$ cat src/rtl/lcd_init_refresh_sequencer.sv
// Powers up an HD44780-class 16x2 LCD through a single-byte write controller,
// then copies a 32-byte character buffer to the display on request.
module lcd_init_refresh_sequencer #(
  parameter int PWRUP_CYCLES = 750000,
  parameter int CMD_WAIT     = 2000,
  parameter int CLR_WAIT     = 82000
) (
  input  logic       iCLK,
  input  logic       iRST_N,
  input  logic       i_refresh,
  output logic [4:0] o_buf_addr,
  input  logic [7:0] i_buf_data,
  output logic       o_busy,
  output logic       o_init_done,
  output logic       ctrl_RS,
  output logic       ctrl_Start,
  output logic [7:0] ctrl_DATA,
  input  logic       ctrl_Done
);

  localparam int MAX_A = (PWRUP_CYCLES > CMD_WAIT) ? PWRUP_CYCLES : CMD_WAIT;
  localparam int MAX_W = (MAX_A > CLR_WAIT) ? MAX_A : CLR_WAIT;
  localparam int CW    = $clog2(MAX_W) + 1;

  localparam logic [CW-1:0] PWR_LAST = CW'(PWRUP_CYCLES - 1);
  localparam logic [CW-1:0] CMD_LAST = CW'(CMD_WAIT - 1);
  localparam logic [CW-1:0] CLR_LAST = CW'(CLR_WAIT - 1);

  localparam logic [5:0] INIT_LAST = 6'd3;
  localparam logic [5:0] LINE2_CMD = 6'd17;
  localparam logic [5:0] REF_LAST  = 6'd33;

  typedef enum logic [2:0] {
    S_PWRUP, S_ISSUE, S_WAIT_DONE, S_DELAY, S_IDLE, S_FETCH
  } state_t;

  state_t        state, state_d;
  logic [CW-1:0] cnt, cnt_d;
  logic [5:0]    idx, idx_d;
  logic          fetch_ph, fetch_ph_d;
  logic [7:0]    char_q, char_d;
  logic          pend, pend_d;
  logic          done_q;
  logic [4:0]    addr_d;
  logic          busy_d, init_done_d, rs_d, start_d;
  logic [7:0]    data_d;
  logic          done_rise;
  logic [CW-1:0] wait_last;

  function automatic logic [7:0] init_byte(input logic [1:0] i);
    unique case (i)
      2'd0:    return 8'h38;
      2'd1:    return 8'h0C;
      2'd2:    return 8'h01;
      default: return 8'h06;
    endcase
  endfunction

  assign done_rise = ctrl_Done & ~done_q;
  // ctrl_RS/ctrl_DATA still hold the byte whose completion is being timed.
  assign wait_last = (!ctrl_RS && ctrl_DATA == 8'h01) ? CLR_LAST : CMD_LAST;

  always_comb begin
    state_d     = state;
    cnt_d       = cnt;
    idx_d       = idx;
    fetch_ph_d  = fetch_ph;
    char_d      = char_q;
    pend_d      = pend | i_refresh;
    addr_d      = o_buf_addr;
    busy_d      = o_busy;
    init_done_d = o_init_done;
    rs_d        = ctrl_RS;
    data_d      = ctrl_DATA;
    start_d     = 1'b0;
    unique case (state)
      S_PWRUP: begin
        if (cnt == PWR_LAST) begin
          cnt_d   = '0;
          idx_d   = '0;
          state_d = S_ISSUE;
        end else begin
          cnt_d = cnt + 1'b1;
        end
      end
      S_ISSUE: begin
        start_d = 1'b1;
        if (!o_init_done) begin
          rs_d   = 1'b0;
          data_d = init_byte(idx[1:0]);
        end else if (idx == '0) begin
          rs_d   = 1'b0;
          data_d = 8'h80;
        end else if (idx == LINE2_CMD) begin
          rs_d   = 1'b0;
          data_d = 8'hC0;
        end else begin
          rs_d   = 1'b1;
          data_d = char_q;
        end
        state_d = S_WAIT_DONE;
      end
      S_WAIT_DONE: begin
        if (done_rise) begin
          cnt_d   = '0;
          state_d = S_DELAY;
        end
      end
      S_DELAY: begin
        if (cnt == wait_last) begin
          cnt_d = '0;
          if (!o_init_done) begin
            if (idx == INIT_LAST) begin
              init_done_d = 1'b1;
              busy_d      = 1'b0;
              state_d     = S_IDLE;
            end else begin
              idx_d   = idx + 1'b1;
              state_d = S_ISSUE;
            end
          end else if (idx == REF_LAST) begin
            busy_d  = 1'b0;
            state_d = S_IDLE;
          end else begin
            idx_d = idx + 1'b1;
            if (idx + 1'b1 == LINE2_CMD) begin
              state_d = S_ISSUE;
            end else begin
              // Next index i maps to address i-1 on line 1, i-2 on line 2.
              addr_d     = (idx <= 6'd15) ? 5'(idx) : 5'(idx - 6'd1);
              fetch_ph_d = 1'b0;
              state_d    = S_FETCH;
            end
          end
        end else begin
          cnt_d = cnt + 1'b1;
        end
      end
      S_FETCH: begin
        if (!fetch_ph) begin
          fetch_ph_d = 1'b1;
        end else begin
          char_d     = i_buf_data;
          fetch_ph_d = 1'b0;
          state_d    = S_ISSUE;
        end
      end
      S_IDLE: begin
        if (pend) begin
          pend_d  = i_refresh;
          busy_d  = 1'b1;
          idx_d   = '0;
          addr_d  = '0;
          state_d = S_ISSUE;
        end
      end
      default: state_d = S_PWRUP;
    endcase
  end

  always_ff @(posedge iCLK or negedge iRST_N) begin
    if (!iRST_N) begin
      state       <= S_PWRUP;
      cnt         <= '0;
      idx         <= '0;
      fetch_ph    <= 1'b0;
      char_q      <= '0;
      pend        <= 1'b1;
      done_q      <= 1'b0;
      o_buf_addr  <= '0;
      o_busy      <= 1'b1;
      o_init_done <= 1'b0;
      ctrl_RS     <= 1'b0;
      ctrl_Start  <= 1'b0;
      ctrl_DATA   <= '0;
    end else begin
      state       <= state_d;
      cnt         <= cnt_d;
      idx         <= idx_d;
      fetch_ph    <= fetch_ph_d;
      char_q      <= char_d;
      pend        <= pend_d;
      done_q      <= ctrl_Done;
      o_buf_addr  <= addr_d;
      o_busy      <= busy_d;
      o_init_done <= init_done_d;
      ctrl_RS     <= rs_d;
      ctrl_Start  <= start_d;
      ctrl_DATA   <= data_d;
    end
  end

endmodule

$ cat config.mk
export PLATFORM = sky130hd
export DESIGN_NAME = lcd_init_refresh_sequencer
export DESIGN_NICKNAME = d
export VERILOG_FILES = /design/src/rtl/lcd_init_refresh_sequencer.sv
export SDC_FILE = /design/constraint.sdc
export NUM_CORES = 1
export LEC_CHECK = 0
export BUFFER_PORTS_ARGS = -buffer_cell sky130_fd_sc_hd__buf_4
export CAP_MARGIN = 30
export CORE_UTILIZATION = 45
export CTS_CLUSTER_SIZE = 8
export DETAILED_ROUTE_END_ITERATION = 12
export GPL_TIMING_DRIVEN = 0
export SLEW_MARGIN = 5
export SYNTH_ARGS = -nofsm -noshare
export SYNTH_HDL_FRONTEND = slang
export SYNTH_SLANG_ARGS = --single-unit
$ cat constraint.sdc
create_clock -name iCLK -period 2.2 [get_ports iCLK]
set_input_delay 0.11 -clock iCLK [delete_from_list [all_inputs] [get_ports iCLK]]
set_output_delay 0.11 -clock iCLK [all_outputs]
set_load 0.005 [all_outputs]
==> results of run 1 <==
==> power by group through the flow <==
stage          Combinational (mW)  Sequential, mW  Clock [mW]
2_1_floorplan               0.666            1.40           0
3_3_place_gp                0.978            1.43           0
3_5_place_dp                0.994            1.43           0
4_1_cts                      1.02            1.41        1.03
5_1_grt                      1.19            1.45        1.07
6_report                     1.05            1.43        1.00
==> critical path, delay by kind of cell (launching register included) <==
family | cells | cell delay (ns)
and+or+nand+nor | 4 | 1.21
DFF | 1 | 0.47
AOI/OAI and AO/OA | 2 | 0.32
==> routing by layer <==
| metal | share of wire | track usage |
|---|---|---|
| met1 | 0.46 | 0.283 |
| met5 | 0 | 0 |
| met2 | 0.49 | 0.356 |
| met3 | 0.036 | 0.0464 |
| met4 | 0.013 | 0.0671 |
==> kinds of logic (layout without fill, tap and decap cells) <==
kind of cell	after synthesis	after routing	synth area share
DFF	58	58	0.446
buffers and inverters	25	82	0.0334
xor gates and xnor gates	22	22	0.0591
AOI/OAI and AO/OA	61	61	0.142
and+or+nand+nor	173	173	0.269
muxes	9	9	0.0311
adders and majority gates	5	5	0.0192
==> worst paths after layout <==
kind / startpoint / end / slack (ns) / depth (start not counted)
setup / recovery: cnt[14] / idx[4] / 0.10 / 6
hold / removal: iRST_N / cnt[16] / 0.36 / 2
setup reg to reg: cnt[14] / idx[4] / 0.10 / 6
hold reg to reg: char_q[0] / char_q[0] / 0.50 / 1
max in group asynchronous: iRST_N / idx[1] / 1.28 / 2
min in group iCLK: ctrl_Done / done_q / 0.43 / 2
==> registers in the layout, summed over array words and instances (netlist names) <==
| name | count |
|---|---|
| state | 3 |
| fetch_ph | 1 |
| idx | 6 |
| char_q | 8 |
| ctrl_Start | 1 |
| ctrl_RS | 1 |
| cnt | 21 |
| o_busy | 1 |
| o_buf_addr | 5 |
| o_init_done | 1 |
| ctrl_DATA | 8 |
| pend | 1 |
| done_q | 1 |
==> area by class of cell <==
cell class	count	area, sq um	share of cell area
multi-input combinational	270	1750	0.439
sequential	58	1460	0.366
timing repair buffer	42	343	0.0861
clock buffer	10	138	0.0346
tap	96	120	0.0302
buffer	13	68.8	0.0173
clock inverter	6	66.3	0.0167
inverter	11	41.3	0.0104
==> per-stage QoR <==
| step | setup TNS (ns) | cell area, sq um | power (mW) |
|---|---|---|---|
| 2_1_floorplan | 0 | 3260 | 2.06 |
| 3_3_place_gp | -1.99 | 3590 | 2.41 |
| 3_5_place_dp | -2.34 | 3590 | 2.42 |
| 4_1_cts | 0 | 3910 | 3.46 |
| 5_1_grt | -0.00496 | 3980 | 3.70 |
| 6_report | 0 | 3980 | 3.48 |
==> timing repair <==
item                       CTS  global route
buffers inserted             1             2
hold endpoints to repair    65             1
gates resized for setup      4            12
pin swaps                    1             3
setup endpoints to repair   22            20
hold buffers                10             1
==> cells in the final DEF (no fill, tap or decap), drive strengths merged, types with 12 or more instances in the layout <==
cell	netlist	routed
nand2	52	52
buf	7	36
clkbuf	7	18
o21ai	20	20
nand3	13	13
nor2	44	44
xor2	12	12
dfrtp	56	56
==> reports/metrics.yaml, run 1 <==
die_h_um: 87.1
crit_path_top_delay_cell: "dfrtp_1"
cts_root_buf: "clkbuf_8"
intPower_mw: 2.26
dr.pass1.iters: 5
period_needed_ns: 2.10
crit_fanout: 7
final_cells: 506
syn-instance-count: 353
dp_slack_ns: -0.313
max_freq_ghz: 0.477
hold_viol: 0
syn_to_final_growth_pct: 22.1
grt_pass1_wl_um: 12500
seqPwrFrac: 0.412
clockBufferDepth: 2
p_sw_mw: 1.22
synth_area_leader_cell: "dfrtp_1"
grt_start_max_net_pins: 59
cts_tree: "built"
ir_worst_vdd_mv: 0.506
core_area_sq_um: 6910
ys_ff_latch: 58
remaining_drc_errors: 0
worst_pin_slew_ns: 0.741
min_path_type: "primary input to asynchronous set/reset pin"
syn_avg_cell_area_sq_um: 9.24
die-width_um: 87.1
vias: 2758
power_density_nw_per_um2: 875
max_cap_violations: 0
async_flop_share: 1.00
grt_use_total: 0.215
syn-cell-area_sq_um: 3260
gp_congestion: 0.833
dp.cells: 477
netlist.area_leader.share: 0.430
num-fill-cells: 651
path_clk_slew_ns: 0.07
grt-ovfl-total: 0
die-area_sq_um: 7590
synth_fp_nets: 370
wirelength_um: 7530
diodes: 0
layout_setup_ws_ns: 0.104
fin_util: 0.576
wl_per_cell_um: 14.9
leakage_nw: 1.73
port-buffer-count: 28
start_util: 0.472
hpwlAfterDp_um: 5150
drt_iter0_drc: 130
grt_pass1_vias: 2603
antenna_found_initial: 0
drive_gt1_frac: 0.217
setup.worst_path.class: "register to register"
period_share: 0.953
worstSkewPairLatency_ns: 0.33
ys.flop_type: "dfrtp_1"
vias_per_cell: 5.45
ys_top_cells_by_count: "56 x dfrtp_1, 52 x nand2_1, 44 x nor2_1"
yosysUniqueCellTypes: 59
share_comb_of_total_power: 0.300
numCtsBuffers: 9
crit_arrival_ns: 2.32
holdWs_ns: 0.361
cp.required_ns: 2.42
rows: 30
status: "finished clean"
htree_levels: 3
ant_nets: 0
seq_area_frac_synth: 0.446
clock_skew_ns: 0.0107
slew_viol_final: 0
ioPinCount: 29
synth_area_leaders: "dfrtp_1 43%, nand2_1 6.0%, nor2_1 5.1%"
fin_nets: 422
end_kind: "register"
start_kind: "register"
slew_headroom: 0.506
critical_path.cell_chain: "nand3_1 > nor4b_1 > and4_1 > o2bb2ai_2 > or2_2 > o22a_1"
clock-sinks: 58
power_frac_clock: 0.288
critPathMaxStageDelay_ns: 0.47
switching_share: 0.350
synth_most_common_cell: "dfrtp_1"
ys_warn_count: 0
setup_viol: 0
synth_edf_count: 0
Power figures use the tool's default switching activity.
==> inputs of run 2 (changes only) <==
--- a/config.mk
+++ b/config.mk
@@ -11,6 +11,7 @@
 export CTS_CLUSTER_SIZE = 8
 export DETAILED_ROUTE_END_ITERATION = 12
 export GPL_TIMING_DRIVEN = 0
+export REMOVE_ABC_BUFFERS = 1
 export SLEW_MARGIN = 5
 export SYNTH_ARGS = -nofsm -noshare
 export SYNTH_HDL_FRONTEND = slang
==> run 2 against run 1 <==
- critical path depth is 1 higher
- worst setup slack worse by 0.017 ns
- core utilization is 0.27 points lower
- die area stayed put
- sequential share of layout area is 0.24 points higher
- wire length is 3.3% lower
- largest cell class unchanged
- clock-buffer cell count is 4 higher
==> reports/metrics.yaml, run 2 (synthesized netlist as in run 1, its figures left out) <==
wirelength_um: 7280
gp_congestion: 0.809
die_h_um: 87.1
end_kind: "register"
power_frac_clock: 0.288
vias_per_cell: 5.40
ir_worst_vdd_mv: 0.478
seqPwrFrac: 0.416
grt-ovfl-total: 0
dp.cells: 463
worst_pin_slew_ns: 0.732
vias: 2667
grt_use_total: 0.215
start_util: 0.472
max_cap_violations: 0
fin_nets: 410
worst_r2r_path_depth: 7
numCtsBuffers: 9
max_freq_ghz: 0.473
cp-startpoint: "cnt[0]"
die-area_sq_um: 7590
share_comb_of_total_power: 0.297
port-buffer-count: 28
antenna_found_initial: 0
period_share: 0.960
die-width_um: 87.1
cp.required_ns: 2.43
largest_register: "cnt"
holdWs_ns: 0.378
intPower_mw: 2.30
top_regs: "cnt x21, char_q x8, ctrl_DATA x8"
diodes: 0
post_dp_cell_area_sq_um: 3520
crit_arrival_ns: 2.34
cts_tree: "built"
path_clk_slew_ns: 0.07
cts_root_buf: "clkbuf_8"
core_area_sq_um: 6910
setup.worst_path.class: "register to register"
wl_per_cell_um: 14.7
dr.pass1.iters: 4
period_needed_ns: 2.11
clock-sinks: 58
grt_pass1_vias: 2582
ioPinCount: 29
clock_skew_ns: 0.00921
final_cells: 494
mostFrequentLayoutCells: "52 x nand2_1, 52 x dfrtp_1, 43 x nor2_1, 31 x buf_4, 14 x o21ai_0"
setup_viol: 0
fin_tns_setup_ns: 0
remaining_drc_errors: 0
worstSkewPairLatency_ns: 0.34
fin_area_sq_um: 3960
r2r_start: "cnt[0]"
p_sw_mw: 1.20
largest_reg_flops: 21
min_path_type: "primary input to asynchronous set/reset pin"
hold_viol: 0
rows: 30
leakage_nw: 1.71
power_density_nw_per_um2: 883
slew_viol_final: 0
start_kind: "register"
slew_headroom: 0.512
htree_levels: 3
num-fill-cells: 637
grt_pass1_wl_um: 12500
drt_iter0_drc: 113
hpwlAfterDp_um: 4830
drive_gt1_frac: 0.221
crit_fanout: 13
syn_to_final_growth_pct: 21.5
rsz0062_at_grt: "yes"
grt_start_max_net_pins: 59
switching_share: 0.344
status: "finished clean"
ant_nets: 0
clockBufferDepth: 2
==> run 2: cell types whose count changed in the layout (fill, tap and decap cells not counted), moves of 2 or more <==
cell,previous run,this run
buf_2,2,0
dfrtp_1,54,52
clkbuf_1,5,3
dfrtp_2,2,4
o221ai_1,4,1
o221ai_2,0,3
clkbuf_2,2,0
buf_4,34,31
clkinvlp_4,3,0
==> run 2: final timing paths <==
path	to	slack [ns]
min reg2reg	char_q[0]	0.50
max reg2reg	state[2]	0.09
max	state[2]	0.09
min in group iCLK	done_q	0.43
min	cnt[18]	0.38
max in group asynchronous	idx[1]	1.28
==> run 2: power by group through the flow <==
| stage | clock (mW) | combinational (mW) | sequential, mW |
|---|---|---|---|
| global route | 1.08 | 1.18 | 1.48 |
| CTS | 1.03 | 0.990 | 1.44 |
| finish | 1.01 | 1.04 | 1.45 |
| global placement | 0 | 0.928 | 1.44 |
| detailed placement | 0 | 0.945 | 1.45 |
| floorplan | 0 | 0.626 | 1.41 |
==> run 2: repair_timing <==
action	CTS	global route
gates resized for setup	9	14
setup buffers	2	2
setup endpoints to repair	46	13
gates cloned	0	0
pin swaps	2	3
endpoints found under the hold margin	66	0
hold buffers	11	0
==> run 2: critical path: stages (launching register included) <==
cell	delay (ns)
dfrtp_1	0.41
ha_2	0.22
and4b_1	0.23
nand4_1	0.18
nand2_1	0.17
o21ai_4	0.14
or3_1	0.41
a22o_1	0.23
==> run 2: stage by stage <==
step / power, mW / util / setup WS [ns]
after CTS: 3.46 / 0.563 / 0.0331
after global routing: 3.74 / 0.574 / -0.0200
final: 3.50 / 0.574 / 0.0874
after detailed placement: 2.40 / 0.510 / -0.333
after global placement: 2.37 / 0.510 / -0.295
after floorplan: 2.03 / - / 0.235
==> run 2: layer usage <==
metal,share of wire,track usage
met2,0.47,0.332
met1,0.48,0.291
met3,0.027,0.0408
met5,0,0
met4,0.021,0.104
==> run 2: area by class of cell <==
type	instances	area, sq um	area share
flip-flops and latches	58	1460	0.368
repair buffers	43	363	0.0916
inverters	11	41.3	0.0104
clock inverters	2	35.0	0.00884
clock buffers	14	163	0.0410
well taps	96	120	0.0303
multi-input cells	270	1780	0.450
==> inputs of run 3 (changes only) <==
--- a/config.mk
+++ b/config.mk
@@ -11,6 +11,7 @@
 export CTS_CLUSTER_SIZE = 8
 export DETAILED_ROUTE_END_ITERATION = 12
 export GPL_TIMING_DRIVEN = 0
+export PLACE_DENSITY = 0.65
 export REMOVE_ABC_BUFFERS = 1
 export SLEW_MARGIN = 5
 export SYNTH_ARGS = -nofsm -noshare
==> constraint.sdc (replaced) <==
create_clock -name iCLK -period 1.8 [get_ports iCLK]
set_input_delay 0.09 -clock iCLK [delete_from_list [all_inputs] [get_ports iCLK]]
set_output_delay 0.09 -clock iCLK [all_outputs]
set_load 0.005 [all_outputs]
==> run 3 against run 2 <==
- critical path depth increased by 3
- global-route usage increased by 1.0 points
- register-to-register slack got worse by 0.33 ns
- first-iteration DRC count increased by 17%
- worst setup slack got worse by 0.33 ns
- core utilization increased by 6.5 points
- highest routed layer unchanged
- sequential power increased by 23%
- critical endpoint is now cnt[16]
- clock power increased by 7%
- total power increased by 33%
- clock-buffer cell count decreased by 1
- the run now ends with negative setup slack left
==> reports/metrics.yaml, run 3 (synthesized netlist as in run 1, its figures left out) <==
grt_use_total: 0.225
core_area_sq_um: 6910
dp_slack_ns: -0.758
die_h_um: 87.1
wirelength_um: 8140
final_cells: 525
drive_gt1_frac: 0.361
mostFrequentLayoutCells: "56 x buf_4, 48 x nand2_1, 45 x dfrtp_1, 42 x nor2_1"
vias_per_cell: 5.45
grt-ovfl-total: 0
fin_nets: 442
end_kind: "register"
min_path_type: "primary input to asynchronous set/reset pin"
die-area_sq_um: 7590
gp_congestion: 0.802
rsz0062_at_grt: "yes"
cp-startpoint: "cnt[1]"
largest_reg_flops: 21
clockBufferDepth: 2
crit_fanout: 19
max_cap_violations: 0
hold_viol: 0
grt_pass1_vias: 2720
clock-sinks: 58
largest_register: "cnt"
period_share: 1.13
worstSkewPairLatency_ns: 0.34
crit_arrival_ns: 2.27
vias: 2860
start_util: 0.472
port-buffer-count: 28
slew_viol_final: 0
status: "complete, but fails checks"
ff2ff_setup_slack_ns: -0.24
holdWs_ns: 0.361
clock_skew_ns: 0.00460
ir_worst_vdd_mv: 0.701
cts_tree: "built"
antenna_found_initial: 0
max_freq_ghz: 0.490
cts_root_buf: "clkbuf_8"
critPathCapture: "cnt[16]"
remaining_drc_errors: 0
rows: 30
fin_area_sq_um: 4410
worst_pin_slew_ns: 0.742
numCtsBuffers: 9
diodes: 0
leakage_nw: 1.90
drt_iter0_drc: 132
setup_viol: 35
setup.worst_path.class: "register to register"
cp.required_ns: 2.03
period_needed_ns: 2.04
start_kind: "register"
wl_per_cell_um: 15.5
mostFrequentLayoutCell: "buf_4"
finalPower_mw: 4.66
dr.pass1.iters: 4
grt_pass1_wl_um: 13000
syn_to_final_growth_pct: 35.3
grt_start_max_net_pins: 59
htree_levels: 3
failed_checks: "negative setup slack"
top_regs: "cnt x21, char_q x8, ctrl_DATA x8"
dp.cells: 463
r2r_end: "cnt[16]"
worst_r2r_path_depth: 10
ioPinCount: 29
ant_nets: 0
path_clk_slew_ns: 0.07
post_dp_cell_area_sq_um: 3520
layout_setup_ws_ns: -0.242
die-width_um: 87.1
slew_headroom: 0.505
r2r_start: "cnt[1]"
hpwlAfterDp_um: 4860
power_density_nw_per_um2: 1060
-- run 3: changes by cell type in the layout (fill, tap and decap cells not counted), moves of 3 or more --
| cell | previous run | this run |
|---|---|---|
| dfrtp_2 | 4 | 11 |
| dfrtp_1 | 52 | 45 |
| nand2_1 | 52 | 48 |
| o31ai_1 | 5 | 2 |
| buf_6 | 0 | 6 |
| buf_4 | 31 | 56 |
| o21ai_2 | 2 | 5 |
| o21ai_1 | 3 | 7 |
| o21ai_0 | 14 | 7 |
| inv_1 | 11 | 8 |
-- run 3: area by class of cell --
class / count / area (sq um)
sequential: 58 / 1470
clock inverter: 2 / 12.5
multi-input combinational: 270 / 1970
inverter: 11 / 43.8
fill: 581 / 2490
timing repair buffer: 75 / 638
tap: 96 / 120
clock buffer: 13 / 159
-- run 3: stage by stage --
| step | setup TNS [ns] | utilization |
|---|---|---|
| 6_report | -6.67 | 0.639 |
| 2_1_floorplan | -3.58 | - |
| 3_3_place_gp | -25.98 | 0.510 |
| 5_1_grt | -9.96 | 0.639 |
| 4_1_cts | -3.45 | 0.606 |
| 3_5_place_dp | -30.14 | 0.510 |
-- run 3: critical path, stage by stage, from the launching register on --
cell and delay, ns:
dfrtp_1 0.36, ha_2 0.18, and4b_1 0.25, nand4_1 0.21
buf_4 0.22, nand2_4 0.05, o21ai_4 0.09, buf_12 0.15
nor3_4 0.19, buf_12 0.17, nor2_1 0.06
-- run 3: how the worst min path moves through the flow --
stage / startpoint / end / depth (start not counted)
after floorplan: iRST_N / char_q[0] / 0
final: iRST_N / cnt[19] / 2
after global placement: iRST_N / cnt[17] / 1
after detailed placement: iRST_N / cnt[17] / 1
after CTS: iRST_N / cnt[17] / 2
after global routing: ctrl_Done / done_q / 2
-- run 3: per-layer routing --
layer  up-vias  GRT usage  part of all wire
met5         -          0                 0
met3        11     0.0398             0.025
met1      1406      0.298              0.46
met4         0      0.104             0.016
met2        45      0.361              0.50
li1       1398          -                 -
-- run 3: repair_timing --
action                     CTS  global route
setup buffers               25            12
hold endpoints to repair    66             0
gates resized for setup     47            42
pin swaps                   18            14
setup endpoints to repair   56            43
hold buffers                11             0
-- run 3: power breakdown --
group	switching (mW)	total, mW	internal, mW
clock network	0.515	1.08	0.566
logic	0.894	1.79	0.893
registers	0.269	1.79	1.52
total	1.68	4.66	2.98
